[src/rtl/div_pkg.sv]
// Shared encodings for the iterative divider: FSM state codes and the
// fill bit used for the divide-by-zero quotient.
package div_pkg;

  localparam logic [1:0] ST_IDLE = 2'd0;
  localparam logic [1:0] ST_CALC = 2'd1;
  localparam logic [1:0] ST_DONE = 2'd2;

  typedef enum logic [1:0] {
    IDLE = ST_IDLE,
    CALC = ST_CALC,
    DONE = ST_DONE
  } div_state_e;

  // Every quotient bit takes this value when the divisor is zero.
  localparam logic DZ_Q_FILL = 1'b1;

endpackage

[src/rtl/div_iter_step.sv]
// One radix-2 restoring division step: shift {rem,quo} left, subtract the
// divisor from the partial remainder and keep the result if it did not borrow.
module div_iter_step #(
  parameter int WIDTH = 32
) (
  input  logic [WIDTH-1:0] rem,
  input  logic [WIDTH-1:0] quo,
  input  logic [WIDTH-1:0] divisor,
  output logic [WIDTH-1:0] rem_next,
  output logic [WIDTH-1:0] quo_next
);

  logic [WIDTH:0] shifted;
  logic [WIDTH:0] trial;

  // rem < divisor always holds, so the top bit of trial is a reliable sign.
  always_comb begin
    shifted  = {rem, quo[WIDTH-1]};
    trial    = shifted - {1'b0, divisor};
    rem_next = trial[WIDTH] ? shifted[WIDTH-1:0] : trial[WIDTH-1:0];
    quo_next = {quo[WIDTH-2:0], ~trial[WIDTH]};
  end

endmodule

[src/rtl/iter_divider.sv]
// Multi-cycle signed/unsigned integer divider with divide-by-zero fast path,
// flush, and a stall/one-cycle-result contract toward the pipeline.
module iter_divider
  import div_pkg::*;
#(
  parameter  int WIDTH = 32,
  localparam int CNT_W = $clog2(WIDTH + 1)
) (
  input  logic             clk,
  input  logic             rst,
  input  logic [WIDTH-1:0] src_a,
  input  logic [WIDTH-1:0] src_b,
  input  logic             en,
  input  logic             div_sign,
  input  logic             flush,
  output logic [WIDTH-1:0] q,
  output logic [WIDTH-1:0] r,
  output logic             res_ready,
  output logic             div_by_zero,
  output logic             stall_all,
  output logic             busy,
  output logic [1:0]       fsm_state
);

  // Handshake: while stall_all=1 the pipeline holds; the result is valid only
  // in the single cycle res_ready=1 and must be captured by the consumer then.

  div_state_e state, state_nxt;

  logic [WIDTH-1:0] rem, quo, divisor, raw_a;
  logic [WIDTH-1:0] rem_step, quo_step;
  logic [WIDTH-1:0] mag_a, mag_b;
  logic [CNT_W-1:0] cnt;
  logic             mode, sign_q, sign_r, dz;
  logic             accept;

  assign accept = (state == IDLE) && en && !flush;

  always_comb begin
    mag_a = (div_sign && src_a[WIDTH-1]) ? -src_a : src_a;
    mag_b = (div_sign && src_b[WIDTH-1]) ? -src_b : src_b;
  end

  div_iter_step #(.WIDTH(WIDTH)) u_step (
    .rem      (rem),
    .quo      (quo),
    .divisor  (divisor),
    .rem_next (rem_step),
    .quo_next (quo_step)
  );

  always_ff @(posedge clk or posedge rst) begin
    if (rst) state <= IDLE;
    else     state <= state_nxt;
  end

  always_comb begin
    state_nxt = state;
    case (state)
      IDLE: if (accept) state_nxt = (src_b == '0) ? DONE : CALC;
      CALC: begin
        if (flush)                        state_nxt = IDLE;
        else if (cnt == CNT_W'(1))        state_nxt = DONE;
      end
      DONE:    state_nxt = IDLE;
      default: state_nxt = IDLE;
    endcase
  end

  always_ff @(posedge clk or posedge rst) begin
    if (rst) begin
      mode    <= 1'b0;
      sign_q  <= 1'b0;
      sign_r  <= 1'b0;
      dz      <= 1'b0;
      raw_a   <= '0;
      divisor <= '0;
      quo     <= '0;
      rem     <= '0;
      cnt     <= '0;
    end else if (accept) begin
      mode    <= div_sign;
      sign_q  <= src_a[WIDTH-1] ^ src_b[WIDTH-1];
      sign_r  <= src_a[WIDTH-1];
      dz      <= (src_b == '0);
      raw_a   <= src_a;
      divisor <= mag_b;
      quo     <= mag_a;
      rem     <= '0;
      cnt     <= CNT_W'(WIDTH);
    end else if (state == CALC) begin
      rem <= rem_step;
      quo <= quo_step;
      cnt <= cnt - CNT_W'(1);
    end
  end

  // Result is driven only in the DONE cycle; zeros otherwise.
  always_comb begin
    res_ready   = 1'b0;
    div_by_zero = 1'b0;
    stall_all   = 1'b0;
    q           = '0;
    r           = '0;
    busy        = (state == CALC) || (state == DONE);
    fsm_state   = state;
    case (state)
      IDLE: stall_all = en && !flush;
      CALC: stall_all = !flush;
      DONE: begin
        res_ready = !flush;
        if (!flush) begin
          if (dz) begin
            q           = {WIDTH{DZ_Q_FILL}};
            r           = raw_a;
            div_by_zero = 1'b1;
          end else begin
            q = (mode && sign_q) ? -quo : quo;
            r = (mode && sign_r) ? -rem : rem;
          end
        end
      end
      default: ;
    endcase
  end

endmodule

[config.mk]
export PLATFORM = sky130hd
export DESIGN_NAME = iter_divider
export DESIGN_NICKNAME = d
export VERILOG_FILES = /design/src/rtl/div_pkg.sv /design/src/rtl/div_iter_step.sv /design/src/rtl/iter_divider.sv
export SDC_FILE = /design/constraint.sdc
export NUM_CORES = 1
export LEC_CHECK = 0
export CORE_UTILIZATION = 35
export CTS_BUF_LIST = sky130_fd_sc_hd__clkbuf_4
export DETAILED_ROUTE_END_ITERATION = 6
export DONT_BUFFER_PORTS = 1
export PLACE_DENSITY = 0.51
export SLEW_MARGIN = 5
export SYNTH_ARGS = -nofsm -noshare
export SYNTH_HDL_FRONTEND = slang
export SYNTH_SLANG_ARGS = --single-unit
[constraint.sdc]
create_clock -name clk -period 10.5 [get_ports clk]
set_clock_uncertainty 0.2 [all_clocks]
set_input_delay 1.05 -clock clk [delete_from_list [all_inputs] [get_ports clk]]
set_output_delay 1.05 -clock clk [all_outputs]
set_load 0.05 [all_outputs]
==> summary.txt, run 1 <==
Detailed routing
  • DRC: 0
  • Avg WL per Cell: 16.2 um
  • Pre-Repair DR Iteration Count: 5
  • Routed wire length: 28200 um
  • Routed vias/inst: 5.21
  • Vias after detailed routing: 9089
  • Number of routed nets with antenna violations: 0
  • Iter 0 DRT Violations: 433

CTS
  • Postcts setup bufs: 0
  • Max clock buf depth: 2
  • Clock transition at path regs: 130 ps
  • Clock root buffer: clkbuf_4
  • Clk_lat worst skew: 570 ps
  • CTS sink count: 139
  • Max H-tree Level: 4
  • Hold_buf cts: 0
  • Post_cts resized: 0
  • CTS tree: built
  • Inserted Clock Buffers: 17

Critical path
  • Kind of cell adding the most delay to the critical path: simple AND/OR/NAND/NOR gates
  • FF-to-FF Start: quo[31]$_DFFE_PP0P_
  • Required time of the critical path: 9250 ps
  • Worst-path maximum fanout: 7
  • FF-to-FF End: rem[18]$_DFFE_PP0P_
  • Crit path DAT: 3980 ps
  • Crit path buf inv count: 0
  • R2r setup slk: 6310 ps
  • Setup crit start: rem[4]$_DFFE_PP0P_
  • CP cell instances: or4_1, nor3_1, a31oi_1, nor2_1, o21a_1, o21ai_0, xnor2_1, nand2_1, o21ai_0, nor2_1
  • Slowest stage delay, CP: 700 ps
  • Crit. End Element: output port
  • CP max stage cell: nor2_1
  • R2R depth: 14
  • Setup Crit Path Kind: reg2out
  • Crit path launch type: flop

Timing
  • Final-report hold violation count: 0
  • Worst hold margin: 212 ps
  • Setup_tns: 0 ps
  • Final setup fails: 0
  • Max Freq: 0.191 GHz
  • Slew Limit Fails: 0
  • Min Tclk post-route: 5230 ps
  • Slew @ Worst Pin: 1150 ps
  • Tcrit/Tclk final: 0.498
  • Max-slew headroom: 0.229
  • RSZ-0062 raised after global routing: no

Logic synthesis
  • Seq/Total Area, Yosys: 0.324
  • Top FF cell, synth: dfrtp_1
  • Most frequent cell after synthesis: nand2_1
  • Ys Warns: 0
  • Syn_area_per_cell: 7.78 um^2
  • Async set-or-reset flop fraction in the synthesized netlist: 1.00
  • Top cells by count, synth: 232 x nand2_1, 170 x a21oi_1, 145 x o21ai_0
  • Synthesized instance count: 1382
  • Synthesized net count: 1493
  • Post-synth EDFFs: 0
  • Synth cell types: 61
  • Top cell type by total area after synthesis: dfrtp_1
  • Cells taking the most area after synthesis: dfrtp_1 32%, nand2_1 8.1%, a21oi_1 7.9%, xnor2_1 7.3%, o21ai_0 6.8%
  • Share of the synthesized area in the top cell type: 0.324
  • Synth Register Bits: 139
  • Syn Std Cell Area: 0.0108 mm^2

Global routing
  • Initial antenna violation count: 1
  • Vias in the first global route: 8613
  • First-pass GRT wire length: 45800 um
  • Tot GR Track Use: 0.184
  • Largest net degree at the start of global routing: 88
  • Grt ovf: 0

Floorplanning
  • Core Rows: 63
  • Initial cell density of the core: 0.359
  • Core area: 0.0300 mm^2
  • Die X: 177 um
  • Die H: 177 um
  • Ports: 139
  • Die footprint: 0.0314 mm^2

Cells and area
  • Final core utilization: 0.378
  • # fillers: 3233
  • Share of layout cells above drive strength 1: 0.0465
  • Nets@finish: 1452
  • Synth-to-Final Area Change: 5.41%

Power
  • Flop pwr share: 0.264
  • P_int: 1980 uW
  • Switching share of total power: 0.528
  • Combinational fraction of design power: 0.654
  • Worst vdd rail ir drop: 0.211 mV
  • P_sw: 2220 uW
  • Clock power frac: 0.081
  • Power per standard cell area: 371 mW/mm^2
  • P_leak: 0.00477 uW

Flow run
  • Total of max-cap violations: 0

Run status
  • Status: complete, no violations

Placed design
  • RePlAce Congestion: 0.851
  • Post-DP HPWL: 21100 um
  • Port buffer count: 0

Hold path
  • Min-delay worst type: in2async
## cell families after synthesis
| logic type | Yosys count | share of synthesized area |
|---|---|---|
| xor gates and xnor gates | 149 | 0.123 |
| buffers and inverters | 130 | 0.0475 |
| adders and majority gates | 42 | 0.0496 |
| and+or+nand+nor | 469 | 0.195 |
| DFF | 139 | 0.324 |
| AOI/OAI and AO/OA | 393 | 0.205 |
| muxes | 60 | 0.0559 |
## registers in the layout, summed over array words and instances (netlist names)
register / cells
mode: 1
raw_a: 32
divisor: 32
dz: 1
sign_q: 1
cnt: 6
rem: 32
fsm_state: 2
quo: 32
## cells in the final DEF, fill, tap and decap left out, types with 8 or more instances in the layout
| cell type | count |
|---|---|
| inv_1 | 55 |
| o41ai_1 | 8 |
| nand2b_1 | 19 |
| or3_1 | 9 |
| xor2_1 | 59 |
| dfrtp_1 | 139 |
| and2_1 | 9 |
| nor4_1 | 14 |
| o31ai_1 | 10 |
| buf_4 | 13 |
| nor2_1 | 106 |
| o21ai_0 | 145 |
| ha_1 | 40 |
| nor3_1 | 30 |
| clkbuf_4 | 18 |
| a31oi_1 | 9 |
| a21oi_1 | 170 |
| xnor2_1 | 89 |
| nand3_1 | 9 |
| nand2_1 | 232 |
| mux2i_1 | 60 |
## worst max-delay path by stage
| stage | endpoint | slack [ps] | depth (start not counted) |
|---|---|---|---|
| global placement | r[26] | 5880 | 10 |
| detailed placement | r[26] | 5840 | 10 |
| finish | r[26] | 5270 | 10 |
| floorplan | cnt[0]$_DFFE_PP0P_ | 5530 | 1 |
| CTS | r[26] | 5180 | 10 |
| global route | r[27] | 4850 | 10 |
## routing by layer
layer | up-vias | GRT usage | wire [um]
li1 | 4709 | - | -
met1 | 4147 | 0.263 | 14300
met2 | 213 | 0.286 | 12200
met3 | 20 | 0.0271 | 1420
met4 | 0 | 0.0499 | 357
met5 | - | 0 | 0
## per-stage QoR
stage | area [um^2] | setup WS, ps | total power, uW | std cells
after detailed placement | 11100 | 5840 | 3860 | 1712
after global placement | 11100 | 5880 | 3850 | 1712
after global routing | 11300 | 4850 | 4610 | 1745
after floorplan | 10800 | 5530 | 3370 | 1382
final | 11300 | 5270 | 4200 | 1745
after CTS | 11300 | 5180 | 4220 | 1744
## power by group through the flow
stage | Sequential (uW) | Clock [uW] | Combinational (uW)
after floorplan | 1010 | 0 | 2350
after global placement | 1110 | 0 | 2740
after detailed placement | 1120 | 0 | 2740
after CTS | 1110 | 357 | 2750
after global routing | 1160 | 375 | 3080
final | 1110 | 342 | 2750
## final cells by class
type | count | area [um^2] | share of cell area
diodes | 1 | 2.50 | 0.000221
clock buffers | 18 | 135 | 0.0119
clock inverters | 14 | 124 | 0.0109
inverters | 57 | 219 | 0.0193
multi-input cells | 1113 | 6790 | 0.599
flip-flops and latches | 139 | 3480 | 0.307
well taps | 390 | 488 | 0.0431
repair buffers | 13 | 97.6 | 0.00861
## worst reg2reg max path, stage by stage, from the launching register on
cell      delay [ps]
dfrtp_1          580
inv_1             90
ha_1             230
fa_1             420
nand2b_1         200
a21oi_2          170
o21ai_1          130
o31a_1           330
o21ba_2          290
a21oi_2          190
o221ai_2         190
xnor2_4          150
buf_4            500
mux2i_1          290
a21oi_1           90
(Power assumes the default switching activity.)
==> run 2, diff against run 1 <==
==> constraint.sdc (replaced) <==
create_clock -name clk -period 5.4 [get_ports clk]
set_clock_uncertainty 0.2 [all_clocks]
set_input_delay 0.54 -clock clk [delete_from_list [all_inputs] [get_ports clk]]
set_output_delay 0.54 -clock clk [all_outputs]
set_load 0.05 [all_outputs]
==> run 2 against run 1 <==
Compared with the run above: hold slack got worse by 150 ps; highest routed layer unchanged; sequential share of layout area fell by 2.0 points; sequential power increased by 95%.
==> summary.txt, run 2 (same netlist as run 1, synthesis figures left out) <==
Placed design
  • Place WS: 1210 ps (-4630 ps)
  • Port buffer count: 0 (unchanged)
  • RePlAce Congestion: 0.864 (+1.5%)
  • Post-DP HPWL: 21400 um (+1.5%)

CTS
  • Max H-tree Level: 4 (unchanged)
  • Clock root buffer: clkbuf_4
  • Clock transition at path regs: 110 ps (-20 ps)
  • Inserted Clock Buffers: 17 (unchanged)
  • Max clock buf depth: 2 (unchanged)
  • CTS sink count: 139 (unchanged)
  • Postcts setup bufs: 0 (unchanged)
  • CTS tree: built
  • Clk_lat worst skew: 550 ps (-20 ps)
  • Post_cts resized: 0 (unchanged)

Critical path
  • FF-to-FF Start: quo[31]$_DFFE_PP0P_
  • Setup Crit Path Kind: reg2out
  • Crit path launch type: flop
  • FF-to-FF End: rem[17]$_DFFE_PP0P_
  • Required time of the critical path: 4660 ps (-4590 ps)
  • R2r setup slk: 1380 ps (-4930 ps)
  • R2R depth: 14 (unchanged)
  • Crit. End Element: output port
  • Worst-path maximum fanout: 7 (unchanged)
  • Crit path DAT: 3980 ps (about the same)

Timing
  • Final worst slack: 677 ps (-4600 ps)
  • Final setup fails: 0 (unchanged)
  • Final-report hold violation count: 0 (unchanged)
  • Setup_tns: 0 ps (unchanged)
  • Max-slew headroom: 0.207 (-0.0214)
  • Slew @ Worst Pin: 1180 ps (+31.9 ps)
  • Tcrit/Tclk final: 0.875
  • Slew Limit Fails: 0 (unchanged)
  • RSZ-0062 raised after global routing: no
  • Max Freq: 0.212 GHz
  • Min Tclk post-route: 4720 ps

Cells and area
  • Storage cell area: 0.00348 mm^2 (unchanged)
  • Share of layout cells above drive strength 1: 0.0503 (+0.00382)
  • # fillers: 3129 (-3.2%)
  • Synth-to-Final Area Change: 12.8%
  • Nets@finish: 1528 (+5.2%)
  • Most common cell after layout, fill and taps aside: nand2_1
  • Multi-input logic area: 0.00679 mm^2 (unchanged)
  • Most frequent cells in the layout: 232 x nand2_1, 170 x a21oi_1, 145 x o21ai_0

Detailed routing
  • Routed wire length: 30500 um (+8.1%)
  • Vias after detailed routing: 9504 (+4.6%)
  • DRC: 0 (unchanged)
  • Routed vias/inst: 5.22 (+0.20%)
  • Avg WL per Cell: 16.8 um (+3.5%)
  • Iter 0 DRT Violations: 600 (+39%)
  • Number of routed nets with antenna violations: 0 (unchanged)
  • Pre-Repair DR Iteration Count: 5 (unchanged)

Power
  • Power per standard cell area: 694 mW/mm^2 (+87%)
  • P_leak: 0.00513 uW (+7.4%)
  • Worst vdd rail ir drop: 0.306 mV (+45%)
  • Total power: 8410 uW (+100%)

Floorplanning
  • Ports: 139 (unchanged)
  • Core area: 0.0300 mm^2 (unchanged)
  • Die footprint: 0.0314 mm^2 (unchanged)
  • Initial cell density of the core: 0.359 (unchanged)
  • Core Rows: 63 (unchanged)
  • Die H: 177 um (unchanged)
  • Die X: 177 um (unchanged)

Global routing
  • Largest net degree at the start of global routing: 97 (+10%)
  • Tot GR Track Use: 0.198 (+0.0148)
  • Vias in the first global route: 9086 (+5.5%)
  • Grt ovf: 0 (unchanged)
  • Initial antenna violation count: 2 (+1)
  • First-pass GRT wire length: 49700 um (+8.5%)

Hold path
  • Min-delay worst type: in2reg
  • Hold Path End: quo[31]$_DFFE_PP0P_
  • Hold path depth: 3
  • Hold path start: div_sign

Run status
  • Status: complete, no violations

Flow run
  • Total of max-cap violations: 0 (unchanged)
run 2: cell count changes in the layout (fill, tap and decap cells not counted), sizes merged:
cell	before	now
buf	13	22
inv	59	57
dlygate4sd3	0	67
clkbuf	18	19
bufinv	1	4
clkinv	8	6
run 2: through the flow:
stage                     utilization  instances  area, um^2  hold slack [ps]
after CTS                       0.405       1820       12100             26.5
after detailed placement        0.372       1721       11100              262
after floorplan                     -       1382       10800              240
after global routing            0.405       1821       12100             39.8
after global placement          0.372       1721       11100              260
final                           0.405       1821       12100             64.5
run 2: worst max-delay path by stage:
stage	from	slack (ps)	to
3_3_place_gp	rem[4]$_DFFE_PP0P_	1250	r[26]
2_1_floorplan	rst	940	cnt[0]$_DFFE_PP0P_
6_report	rem[4]$_DFFE_PP0P_	680	r[26]
4_1_cts	rem[4]$_DFFE_PP0P_	570	r[26]
3_5_place_dp	rem[4]$_DFFE_PP0P_	1210	r[26]
5_1_grt	rem[4]$_DFFE_PP0P_	310	r[26]
run 2: metal layers:
metal | vias to the layer above | part of all wire | GRT usage | routed length [um]
met2 | 204 | 0.44 | 0.312 | 13400
li1 | 4867 | - | - | -
met1 | 4411 | 0.50 | 0.281 | 15300
met4 | 0 | 0.015 | 0.0484 | 443
met5 | - | 0 | 0 | 0
met3 | 22 | 0.044 | 0.0337 | 1340
run 2: worst max-delay path, stage by stage, from the launching register on:
cell and delay [ps]:
dfrtp_1 480, or4_1 610, nor3_1 420, a31oi_1 210
nor2_1 260, o21a_1 290, o21ai_0 150, xnor2_1 170
nand2_1 70, o21ai_0 90, nor2_1 700
run 2: what timing repair did:
| item | in CTS | in global routing |
|---|---|---|
| hold endpoints to repair | 192 | 0 |
| hold buffers | 67 | 0 |
| endpoints found under the setup margin | 0 | 0 |
run 2: power by group:
group,switching (uW),internal [uW],leakage [uW]
Sequential,624,1540,0.00172
Combinational,3320,2140,0.00324
Clock,415,373,0.000166
run 2: layout make-up:
cell class                      instances  share of cell area
Antenna cell                            1            0.000206
Clock buffer                           19              0.0118
Clock inverter                         13              0.0144
Inverter                               57              0.0181
Multi-Input combinational cell       1113               0.560
Sequential cell                       139               0.287
Tap cell                              390              0.0402
Timing Repair Buffer                   89              0.0689
